### config.mk
export PLATFORM = sky130hd
export DESIGN_NAME = pri_arbiter_rr
export DESIGN_NICKNAME = d
export VERILOG_FILES = /design/src/rtl/pri_arbiter_rr.sv
export SDC_FILE = /design/constraint.sdc
export NUM_CORES = 1
export LEC_CHECK = 0
export CORE_UTILIZATION = 59
export DETAILED_ROUTE_END_ITERATION = 8
export PLACE_DENSITY = 0.91
export RECOVER_POWER = 100
export SYNTH_ARGS = -nofsm -noshare
export SYNTH_HDL_FRONTEND = slang
export SYNTH_SLANG_ARGS = --single-unit
### constraint.sdc
create_clock -name clk -period 13.3 [get_ports clk]
set_input_delay 3.99 -clock clk [delete_from_list [all_inputs] [get_ports clk]]
set_output_delay 3.99 -clock clk [all_outputs]
set_load 0.02 [all_outputs]
### src/rtl/pri_arbiter_rr.sv
// Round-robin arbiter for up to NREQ requesters sharing one resource.
// A rotating pointer picks the first active request at or above it,
// wrapping from NREQ-1 to 0. The grant (one-hot plus binary ID) is
// registered and held until the owner strobes done, drops its request,
// or the hold counter reaches MAX_HOLD cycles. On release the next
// owner is picked in the same cycle, so a handover leaves no idle cycle.
// IDW must equal log2(NREQ); NREQ must be a power of two so that the
// pointer arithmetic wraps naturally modulo NREQ.
module pri_arbiter_rr #(
   parameter int NREQ     = 16,
   parameter int IDW      = 4,
   parameter int MAX_HOLD = 8
) (
   input  logic            clk,
   input  logic            reset_n,
   input  logic            enable,
   input  logic [NREQ-1:0] req,
   input  logic            done,
   output logic [NREQ-1:0] gnt,
   output logic [IDW-1:0]  gnt_id,
   output logic            gnt_valid,
   output logic            timeout
);

   // Hold counter only needs to count up to MAX_HOLD-1.
   localparam int HW = (MAX_HOLD > 2) ? $clog2(MAX_HOLD) : 1;
   localparam bit TIMEOUT_EN = (MAX_HOLD > 0);
   localparam logic [HW-1:0]   HOLD_LAST = HW'((MAX_HOLD > 0) ? (MAX_HOLD - 1) : 0);
   localparam logic [HW-1:0]   HOLD_ONE  = HW'(1);
   localparam logic [IDW-1:0]  ID_ONE    = IDW'(1);
   localparam logic [NREQ-1:0] ONE_HOT_LSB = NREQ'(1);

   typedef enum logic {
      IDLE  = 1'b0,
      GRANT = 1'b1
   } state_t;

   state_t          state_r, state_n;
   logic [IDW-1:0]  ptr_r, ptr_n;
   logic [HW-1:0]   hold_r, hold_n;
   logic [NREQ-1:0] gnt_r, gnt_n;
   logic [IDW-1:0]  gnt_id_r, gnt_id_n;
   logic            gnt_valid_r, gnt_valid_n;
   logic            timeout_r, timeout_n;

   logic [IDW-1:0]  arb_start_s;
   logic [IDW-1:0]  pick_s;
   logic            any_req_s;
   logic            owner_req_s;
   logic            hold_hit_s;
   logic            release_s;

   // First set bit of r searching upward from start, wrapping at NREQ-1.
   function automatic logic [IDW-1:0] rr_pick(input logic [NREQ-1:0] r,
                                              input logic [IDW-1:0]  start);
      logic [IDW-1:0] idx;
      logic [IDW-1:0] pick;
      logic           found;
      pick  = '0;
      found = 1'b0;
      for (int i = 0; i < NREQ; i++) begin
         idx = start + IDW'(i);
         if (r[idx] && !found) begin
            pick  = idx;
            found = 1'b1;
         end else begin
            pick  = pick;
            found = found;
         end
      end
      return pick;
   endfunction

   // Release detection and the arbitration start point. On a release the
   // search begins just past the current owner, so the owner itself is
   // considered last.
   always_comb begin
      any_req_s   = |req;
      owner_req_s = req[gnt_id_r];
      hold_hit_s  = TIMEOUT_EN && (hold_r == HOLD_LAST);
      release_s   = done || !owner_req_s || hold_hit_s;
      if (state_r == GRANT) begin
         arb_start_s = gnt_id_r + ID_ONE;
      end else begin
         arb_start_s = ptr_r;
      end
      pick_s = rr_pick(req, arb_start_s);
   end

   // Next-state and next-output logic for the IDLE/GRANT machine.
   always_comb begin
      state_n     = state_r;
      ptr_n       = ptr_r;
      hold_n      = hold_r;
      gnt_n       = gnt_r;
      gnt_id_n    = gnt_id_r;
      gnt_valid_n = gnt_valid_r;
      timeout_n   = 1'b0;
      case (state_r)
         IDLE: begin
            hold_n = '0;
            if (enable && any_req_s) begin
               gnt_n       = ONE_HOT_LSB << pick_s;
               gnt_id_n    = pick_s;
               gnt_valid_n = 1'b1;
               state_n     = GRANT;
            end else begin
               gnt_n       = '0;
               gnt_id_n    = '0;
               gnt_valid_n = 1'b0;
               state_n     = IDLE;
            end
         end
         GRANT: begin
            if (release_s) begin
               ptr_n  = gnt_id_r + ID_ONE;
               hold_n = '0;
               // A forced release is flagged only when the owner neither
               // finished nor withdrew; done wins over the timeout.
               timeout_n = hold_hit_s && !done && owner_req_s;
               if (enable && any_req_s) begin
                  gnt_n       = ONE_HOT_LSB << pick_s;
                  gnt_id_n    = pick_s;
                  gnt_valid_n = 1'b1;
                  state_n     = GRANT;
               end else begin
                  gnt_n       = '0;
                  gnt_id_n    = '0;
                  gnt_valid_n = 1'b0;
                  state_n     = IDLE;
               end
            end else begin
               if (TIMEOUT_EN) begin
                  hold_n = hold_r + HOLD_ONE;
               end else begin
                  hold_n = hold_r;
               end
            end
         end
         default: begin
            state_n     = IDLE;
            ptr_n       = '0;
            hold_n      = '0;
            gnt_n       = '0;
            gnt_id_n    = '0;
            gnt_valid_n = 1'b0;
         end
      endcase
   end

   // State, pointer, counter and output registers.
   always_ff @(posedge clk or negedge reset_n) begin
      if (!reset_n) begin
         state_r     <= IDLE;
         ptr_r       <= '0;
         hold_r      <= '0;
         gnt_r       <= '0;
         gnt_id_r    <= '0;
         gnt_valid_r <= 1'b0;
         timeout_r   <= 1'b0;
      end else begin
         state_r     <= state_n;
         ptr_r       <= ptr_n;
         hold_r      <= hold_n;
         gnt_r       <= gnt_n;
         gnt_id_r    <= gnt_id_n;
         gnt_valid_r <= gnt_valid_n;
         timeout_r   <= timeout_n;
      end
   end

   assign gnt       = gnt_r;
   assign gnt_id    = gnt_id_r;
   assign gnt_valid = gnt_valid_r;
   assign timeout   = timeout_r;

endmodule

==> run_results.csv <==
group,metric,value,unit
run_status,status,"finished with violations",
run_status,violations,"capacitance limit, slew limit",
timing,hold_ws,0.476,ns
floorplan,initial_core_util,0.621,
yosys,synth_top_area_frac,0.187,
cts,postCtsSetupBuffers,0,
routing,post_drt_via_cell_ratio,7.39,
timing,finalCritPeriodShare,0.587,
routing,drt-initial-drc-count,381,
floorplan,die_x,84.5,um
floorplan,die_h,84.5,um
floorplan,core_area,6460,sq um
layout,num-nets-final,475,
run,max_cap_viol_count,1,
critical_path,crit_start,"req[12]",
timing,tns,0,ns
yosys,synth-edff-count,0,
placed_design,io_buffers,41,
timing,slew_headroom,-0.0185,
yosys,synthArstFlopShare,1.00,
global_routing,grt_usage,0.352,
timing,max_freq,0.128,GHz
placed_design,dp_hpwl,9260,um
cts,clock_latency,0.28,ns
timing,tightest_slew,1.53,ns
critical_path,crit_type,"input port to register",
floorplan,ios,42,
critical_path,reg2reg_depth,13,
cts,numCtsBuffers,5,
yosys,ys_top_cells_by_count,"nand2_1, dfrtp_1, nor2_1",
cts,clk_pin_slew,0.07,ns
critical_path,r2r_start,"gnt_id[0]",
cts,htree_num_levels,2,
layout,drive_above_1_share,0.197,
global_routing,gr-total-overflow,0,
placed_design,dpl_cell_area,4400,sq um
yosys,ys_seq_area_frac,0.187,
yosys,synth_most_common_cell,"nand2_1",
routing,wl_per_cell,23.0,um
timing,hold_violations,0,
floorplan,die_area,7130,sq um
cts,cts_resized,0,
timing,post-route-min-period,7.81,ns
layout,register_area,751,sq um
global_routing,grt_max_degree,31,
layout,antennaDiodeCount,0,
critical_path,cp_max_fo,9,
floorplan,rows,29,
cts,root_buffer,"clkbuf_8",
min_path,hold_class,"register to register",
yosys,synthesis.area,4010,sq um
placed_design,place_congestion,0.970,
critical_path,critPathRequiredTime,13.42,ns
yosys,synth_cells,420,
yosys,synth_seq_cells,30,
routing,first_pass_iters,7,
routing,vias,3904,
routing,drc,0,
cts,clock-sinks,30,
global_routing,grt_pass1_wl,19600,um
yosys,netlist.top_cell.by_area,"dfrtp_1",
critical_path,crit_arrival,7.93,ns
yosys,synth.avg_cell_area,9.55,sq um
layout,fin_area,4440,sq um
yosys,ys_top_cells_by_area,"dfrtp_1, mux4_2, mux2i_1",
cts,tritoncts,"built",
global_routing,antenna_found_initial,0,
cts,hold_buffers,0,
timing,setup_viol_count_final,0,
layout,fillCellCount,497,
timing,slew_viol_final,31,
critical_path,worstSetupEndpoint,"gnt[4]",
timing,rsz0062_at_grt,"false",
critical_path,end_kind,"register",
global_routing,grt_pass1_vias,3756,
yosys,synth.distinct_cells,84,
layout,multi_input_area,3050,sq um
yosys,yosysWarnings,0,
cts,clock_path_buffers,2,
critical_path,r2r_slack,7.43,ns
layout,fin_util,0.688,
critical_path,worstSetupStartpointType,"input port",
yosys,syn_nets,445,
layout,area_delta_synth_final,10.7,%
yosys,yosys_most_used_dff,"dfrtp_1",
routing,drtAntennaViolNets,0,
timing,finClkSkew,0.00863,ns
routing,wl,12100,um
critical_path,r2r_end,"gnt[4]",
sequential cells by signal, indices dropped and copies added (netlist names):
name       cells
hold_r         3
state_r        1
ptr_r          4
gnt           16
gnt_valid      1
gnt_id         4
timeout        1
how the worst min path moves through the flow:
| stage | start | to | slack [ns] | cells after the start |
|---|---|---|---|---|
| 2_1_floorplan | hold_r[0] | hold_r[0] | 0.41 | 1 |
| 3_3_place_gp | hold_r[0] | hold_r[0] | 0.43 | 1 |
| 3_5_place_dp | gnt_valid | gnt_valid | 0.46 | 2 |
| 4_1_cts | hold_r[0] | hold_r[0] | 0.48 | 1 |
| 5_1_grt | hold_r[0] | hold_r[0] | 0.48 | 1 |
| 6_report | hold_r[0] | hold_r[0] | 0.48 | 1 |
metal layers:
metal,track usage,vias up,share of wire
met5,0,-,0
met4,0.168,0,0.042
met3,0.0629,51,0.093
met2,0.565,262,0.46
met1,0.465,1895,0.41
li1,-,1696,-
worst max-delay path: stages:
cell           delay, ns
dlygate4sd3_1       0.66
a21boi_0            0.46
nor3_1              0.09
a21oi_1             0.39
mux4_2              0.47
nand2b_1            0.25
o2111ai_1           0.17
nand4b_1            0.21
o2111ai_1           0.15
o21ai_0             0.89
o31ai_1             0.18
cell families (layout without fill, tap and decap cells):
logic type / after synthesis / count (layout) / share of synthesized area
AND/OR/NAND/NOR: 151 / 151 / 0.216
multiplexers: 71 / 71 / 0.258
flip-flops: 30 / 30 / 0.187
AO/OA/AOI/OAI: 122 / 122 / 0.230
adder cells (fa/ha/maj): 5 / 5 / 0.0156
XOR/XNOR: 14 / 14 / 0.0502
buffers and inverters: 27 / 58 / 0.0424
cell usage in the layout (no fill, tap or decap), types with 4 or more instances in the layout:
cell type | Yosys | layout
a211oi_1 | 6 | 6
a21o_1 | 3 | 4
a21oi_1 | 22 | 23
a32o_1 | 4 | 4
and2_1 | 9 | 8
and3_1 | 5 | 5
clkbuf_8 | 0 | 6
clkdlybuf4s50_1 | 0 | 16
dfrtp_1 | 30 | 30
dlygate4sd3_1 | 0 | 25
ha_1 | 5 | 5
inv_1 | 4 | 4
mux2_2 | 16 | 15
mux2i_1 | 26 | 26
mux2i_2 | 5 | 5
mux4_2 | 21 | 21
nand2_1 | 45 | 45
nand2b_1 | 8 | 8
nand3_1 | 9 | 10
nor2_1 | 29 | 29
nor2b_1 | 5 | 5
nor3_1 | 7 | 7
nor4_1 | 5 | 6
o2111ai_1 | 4 | 5
o211ai_1 | 4 | 4
o21ai_0 | 13 | 14
o21ai_1 | 5 | 5
o31ai_1 | 19 | 19
xnor2_1 | 7 | 7
per-stage QoR:
stage | worst slack [ns] | instances
2_1_floorplan | 6.76 | 420
3_3_place_gp | 5.78 | 520
3_5_place_dp | 5.66 | 520
4_1_cts | 5.94 | 528
5_1_grt | 5.29 | 528
6_report | 5.49 | 528
final cells by class:
class / instances / area share
multi-input cells: 363 / 0.687
flip-flops and latches: 30 / 0.169
repair buffers: 44 / 0.0958
well taps: 77 / 0.0217
clock buffers: 7 / 0.0194
inverters: 6 / 0.00564
clock inverters: 1 / 0.00113
Power is not shown: default switching activity piles up to over one toggle a cycle in this logic, so the estimate is an artifact.
